## config.mk

```make
export PLATFORM = sky130hd
export DESIGN_NAME = mem_arbiter
export DESIGN_NICKNAME = d
export VERILOG_FILES = /design/src/rtl/mem_arbiter.sv
export SDC_FILE = /design/constraint.sdc
export NUM_CORES = 1
export LEC_CHECK = 0
export CAP_MARGIN = 20
export CORE_AREA = 8 8 97 99
export CTS_CLUSTER_SIZE = 12
export DETAILED_ROUTE_END_ITERATION = 8
export DIE_AREA = 0 0 105 107
export PLACE_DENSITY_LB_ADDON = 0.12
export SETUP_SLACK_MARGIN = 0.3
export SLEW_MARGIN = 20
export SYNTH_ARGS = -nofsm -noshare
export SYNTH_HDL_FRONTEND = slang
export SYNTH_SLANG_ARGS = --single-unit
export TNS_END_PERCENT = 30
```

## constraint.sdc

```tcl
create_clock -name CLK -period 3.3 [get_ports CLK]
set_input_delay 0.66 -clock CLK [delete_from_list [all_inputs] [get_ports CLK]]
set_output_delay 0.66 -clock CLK [all_outputs]
set_load 0.01 [all_outputs]
```

## src/rtl/mem_arbiter.sv

```systemverilog
// Arbitrates one RAM port between an instruction fetch and a data requester.
// Data normally wins, but a waiting fetch is guaranteed a grant after STARVE_MAX data grants.
module mem_arbiter #(
  parameter int STARVE_MAX = 4
) (
  input  logic        CLK,
  input  logic        nRST,
  input  logic        iREN,
  input  logic [31:0] iaddr,
  output logic        iwait,
  output logic [31:0] iload,
  input  logic        dREN,
  input  logic        dWEN,
  input  logic [31:0] daddr,
  input  logic [31:0] dstore,
  output logic        dwait,
  output logic [31:0] dload,
  output logic        ramREN,
  output logic        ramWEN,
  output logic [31:0] ramaddr,
  output logic [31:0] ramstore,
  input  logic [31:0] ramload,
  input  logic [1:0]  ramstate
);

  localparam int SW = $clog2(STARVE_MAX + 1);
  localparam logic [SW-1:0] STREAK_MAX = SW'(STARVE_MAX);
  localparam logic [1:0] RAM_ACCESS = 2'd2;

  typedef enum logic [1:0] {IDLE, IGRANT, DGRANT} state_t;

  state_t        state;
  logic [SW-1:0] streak;
  logic          drec;
  logic          xfer;

  assign drec = dREN | dWEN;
  assign xfer = (ramstate == RAM_ACCESS);

  // BUSY, FREE and ERROR all hold the grant; ERROR is simply retried until ACCESS.
  always_ff @(posedge CLK or negedge nRST) begin
    if (!nRST) begin
      state  <= IDLE;
      streak <= '0;
    end else begin
      case (state)
        IDLE: begin
          if (drec && !(iREN && streak == STREAK_MAX))
            state <= DGRANT;
          else if (iREN)
            state <= IGRANT;
        end
        IGRANT: if (!iREN || xfer) state <= IDLE;
        DGRANT: if (!drec || xfer) state <= IDLE;
        default: state <= IDLE;
      endcase

      // Streak only measures how long the current fetch has been starved.
      if (!iREN)
        streak <= '0;
      else if (state == IGRANT && xfer)
        streak <= '0;
      else if (state == DGRANT && drec && xfer && streak != STREAK_MAX)
        streak <= streak + 1'b1;
    end
  end

  always_comb begin
    ramREN   = 1'b0;
    ramWEN   = 1'b0;
    ramaddr  = '0;
    ramstore = '0;
    case (state)
      IGRANT: begin
        ramREN  = 1'b1;
        ramaddr = iaddr;
      end
      DGRANT: begin
        ramaddr  = daddr;
        ramstore = dstore;
        ramWEN   = dWEN;
        ramREN   = !dWEN;
      end
      default: ;
    endcase
  end

  assign iwait = iREN && !(state == IGRANT && xfer);
  assign dwait = drec && !(state == DGRANT && xfer);
  assign iload = ramload;
  assign dload = ramload;

endmodule

```

## Word level (Yosys, flattened, before mapping)

Cells that the tools add are included.

| storage, ports and cells | value |
|---|---|
| input bits | 135 |
| output and inout port bits | 132 |
| logic and storage cells | 44 |
| register bits after elaboration | 5 |

| operators by class | value |
|---|---|
| reduce and logical (&&, ||, !) cells | 19 |
| add/subtract/negate cells | 1 |
| bitwise operators | 1 |
| multiplexer cells | 12 |
| equal/unequal tests | 9 |

Operators with widths:

| kind | count |
|---|---|
| $pmux W32 S2 | 1 |
| $mux W32 | 1 |
| $logic_and A1 B1 Y1 | 9 |
| $mux W3 | 3 |
| $mux W2 | 4 |
| $logic_not A1 Y1 | 6 |
| $ne A3 B3 Y1 const B | 2 |
| $pmux W2 S3 | 1 |
| $eq A2 B2 Y1 const B | 2 |
| $ne A2 B2 Y1 const B | 2 |
| $add A3 B1 Y3 const B | 1 |
| $eq A3 B3 Y1 const B | 1 |
| $ne A3 B1 Y1 const B | 1 |
| $reduce_and A3 Y1 | 1 |
| $eq A2 B1 Y1 const B | 1 |
| $logic_not A2 Y1 | 1 |
| $logic_or A1 B1 Y1 | 2 |
| $pmux W1 S2 | 1 |
| $mux W1 | 1 |
| $or A1 B1 Y1 | 1 |

## Longest topological paths before layout

| depth | value |
|---|---|
| depth after elaboration | 7 |
| gate-level depth with buffers | 6 |

## Least setup slack after synthesis

Ideal clock, no wire load.

| timing | value |
|---|---|
| path kind | register -> output |
| start point | reg state[0] |
| end point | out ramaddr[0] |
| buffers on the path | 2 |
| arrival | 1415 ps |
| setup slack | 1225 ps |
| stages on the path, launching flop included | 7 |
| cells stage by stage | dfrtp_1 > inv_1 > ha_1 > clkbuf_1 > clkbuf_1 > a22oi_1 > nor2b_1 |

| on the way | value |
|---|---|
| cells in the longest elaborated chain, start to end | 2 |
| elaborated cells on any way between the ends | 3 |
| those cells by class | eq/ne: 2; mux: 1 |

RTL lines:

| element | RTL line | source |
|---|---|---|
| start: declaration | 32 | `state_t state;` |
| start signal: assignment | 43 | `state <= IDLE;` |
| start signal: assignment | 49 | `state <= DGRANT;` |
| start signal: assignment | 51 | `state <= IGRANT;` |
| $eq A2 B2 Y1 or $eq A2 B1 Y1 (tied branches) | 73 | `case (state)` |
| $pmux W32 S2 (*) | 73 |  |
| end: declaration | 20 | `output logic [31:0] ramaddr,` |

Mark *: on every way between the ends. The rest lies on a longest branch, timed or not.

## Final worst setup path

| timing | value |
|---|---|
| start point | in ramstate[0] |
| end point | out iwait |

| on the way | value |
|---|---|
| cells in the longest elaborated chain, start to end | 4 |

RTL lines:

| element | RTL line | source |
|---|---|---|
| start: declaration | 23 | `input logic [1:0] ramstate` |
| $eq A2 B2 Y1 | 38 | `assign xfer = (ramstate == RAM_ACCESS);` |
| $logic_and A1 B1 Y1 | 88 | `assign iwait = iREN && !(state == IGRANT && xfer);` |
| $logic_not A1 Y1 | 88 |  |
| $logic_and A1 B1 Y1 | 88 |  |
| end: declaration | 10 | `output logic iwait,` |

No other way between the ends.

==> metrics.yaml <==
dieArea_um2: 11200
viasPerCell: 4.07
critPathSlowestCell: "clkdlybuf4s50_1"
async_flop_share_pct: 100
synthMuxAreaShare_pct: 1.86
path_class: "in2out"
finalHoldViolations: 0
fin_skew_ns: 0.00253
wirelength_um: 7130
fp-row-count: 33
regArea_um2: 125
critPathMaxStageDelay_ns: 0.53
cts_resized: 0
power_density_nw_per_um2: 580
critical-path-top-delay-family: "buffers and inverters"
antenna_found_initial: 0
synth_top_family_by_area: "buffers and inverters"
area_growth_pct: 86.7
synthXorXnorAreaFrac_pct: 1.09
die_y_um: 107
yosys.area_share.adder_pct: 5.43
timing.max_cap.violations: 0
worst_slack_ns: 0.477
worstPathCellList: "clkdlybuf4s50_1 > and2b_2 > nand2_1 > nand2_1 > inv_1 > clkdlybuf4s50_1"
synth_edf_count: 0
instances_no_fill: 423
worst-slew-pin-transition_ns: 0.319
clk_latency_ns: 0.22
cp.buffers_inverters: 3
core_area_um2: 7930
rsz0062_at_grt: "no"
cts-buffers-inserted: 3
setup_viol: 0
grt-ovfl-total: 0
synth_top_area_share_pct: 29.8
clock-sinks: 5
htree_num_levels: 1
fillCellCount: 842
initialDrtViolationCount: 65
wl_per_cell_um: 16.8
syn_area_um2: 1610
synthSimpleGateAreaFrac_pct: 30.0
hold_depth: 2
io_pins: 267
cts_setup_buffers: 0
required_ns: 2.64
hpwl_um: 5990
diodes: 0
cts_tree: "done"
synth_cell_types: 26
grt_pass1_vias: 1833
fin_crit_ns: 2.82
io_buffers: 170
p_leak_nw: 1.08
synth_warnings: 0
synth_seq_area_share_pct: 7.75
slew_viol_final: 0
vias: 1720
drive_gt1_share_pct: 4.40
final_cell_mix: "clkdlybuf4s50_1 (170), and2_1 (33), a22oi_1 (32), nor2b_1 (32), ha_1 (7)"
layout.nets: 461
r2r_cells: 7
placed_cells: 419
cts-hold-fix-buffers: 0
synthFlopType: "dfrtp_1"
status: "complete, no violations"
first_pass_iters: 4
syn_nets: 360
cp-start-kind: "input port"
clockBufferDepth: 2
postRouteAntennaNets: 0
fin_hold_ws_ns: 0.564
hold_class: "reg2reg"
chipWidth_um: 105
path_depth: 6
initial_core_util_pct: 20.4
grt_pass1_wl_um: 10600
cts-root-buf: "clkbuf_8"
synthTopCellsByArea: "buf_4 (30%), a22oi_1 (15%), and2_1 (13%)"
clk_pin_slew_worst_paths_ns: 0.03
multi_input_area_um2: 930
gp_congestion: 0.690
maxSlewHeadroom_pct: 78.4
ir_drop_mv: 0.434
layout_commonest_cell: "clkdlybuf4s50_1"
path_max_fanout: 4
synth_area_per_cell_um2: 7.40
design_area_um2: 3010
timing.final.crit_share_pct: 85.6
critPathCaptureType: "output pin"
dp_slack_ns: 0.479
synth_top_area_cell: "buf_4"
track_usage_pct: 11.5
max_clock_freq_mhz: 354
drc: 0
synth_cells: 218
place_area_um2: 2970
worstPathArrival_ns: 2.16
grt_start_max_net_pins: 32
ys_seq_elements: 5
synth_compound_area_share_pct: 19.2
final.setup.tns_ns: 0
worst min-delay path: stages, from the launching register on:
cell,delay (ns)
dfrtp_1,0.36
mux2i_1,0.08
nor2_1,0.08
synthesized netlist by cell type, types with 2 or more instances:
library cell	number
buf_2	3
and2_1	33
nor2_1	4
inv_1	6
mux2i_1	3
dfrtp_1	5
xnor2_1	2
clkbuf_1	11
nor2b_1	32
a22oi_1	32
buf_4	64
ha_1	7
nand2_1	3
stage by stage:
step,util (%),total power (W)
final,38.0,0.00175
after global routing,38.0,0.00190
after CTS,38.0,0.00179
after detailed placement,37.4,0.00167
after global placement,37.4,0.00167
after floorplan,-,0.000906
state kept, by name (all words and copies together), names as in the netlist:
register  cells
state         2
streak        3
metal layers:
layer | vias to the layer above | global-route usage [%] | share of wire (%)
li1 | 856 | - | -
met5 | - | 0 | 0
met1 | 766 | 12.0 | 37
met3 | 25 | 3.36 | 6.5
met2 | 73 | 21.7 | 53
met4 | 0 | 3.57 | 2.5
final timing paths:
path	startpoint	slack, ns	endpoint
worst max register to register	state[0]	1.38	streak[1]
worst max-delay path	ramstate[0]	0.48	iwait
worst min-delay path	streak[1]	0.56	streak[1]
worst min register to register	streak[1]	0.56	streak[1]
min in group asynchronous	nRST	0.66	state[1]
max in group asynchronous	nRST	2.45	streak[0]
report_power, final:
group          total (W)  internal [W]  switching (W)
Sequential     0.0000846     0.0000738      0.0000107
Clock           0.000109     0.0000826      0.0000267
Combinational    0.00155      0.000888       0.000667
kinds of logic (layout without fill, tap and decap cells):
logic type      count (synthesis)  count (layout)
buf+inv                        84             184
simple gates                   78              78
compound gates                 39              39
fa+ha+maj                       7               7
flops                           5               5
mux                             3               3
xor+xnor                        2               2
layout make-up:
cell class	count	share of cell area (%)
clock buffer	4	1.49
inverter	6	0.747
multi-input combinational	129	30.8
sequential	5	4.15
tap	105	4.36
timing repair buffer	174	58.4
Note: power is estimated with default switching activity, not from simulation.
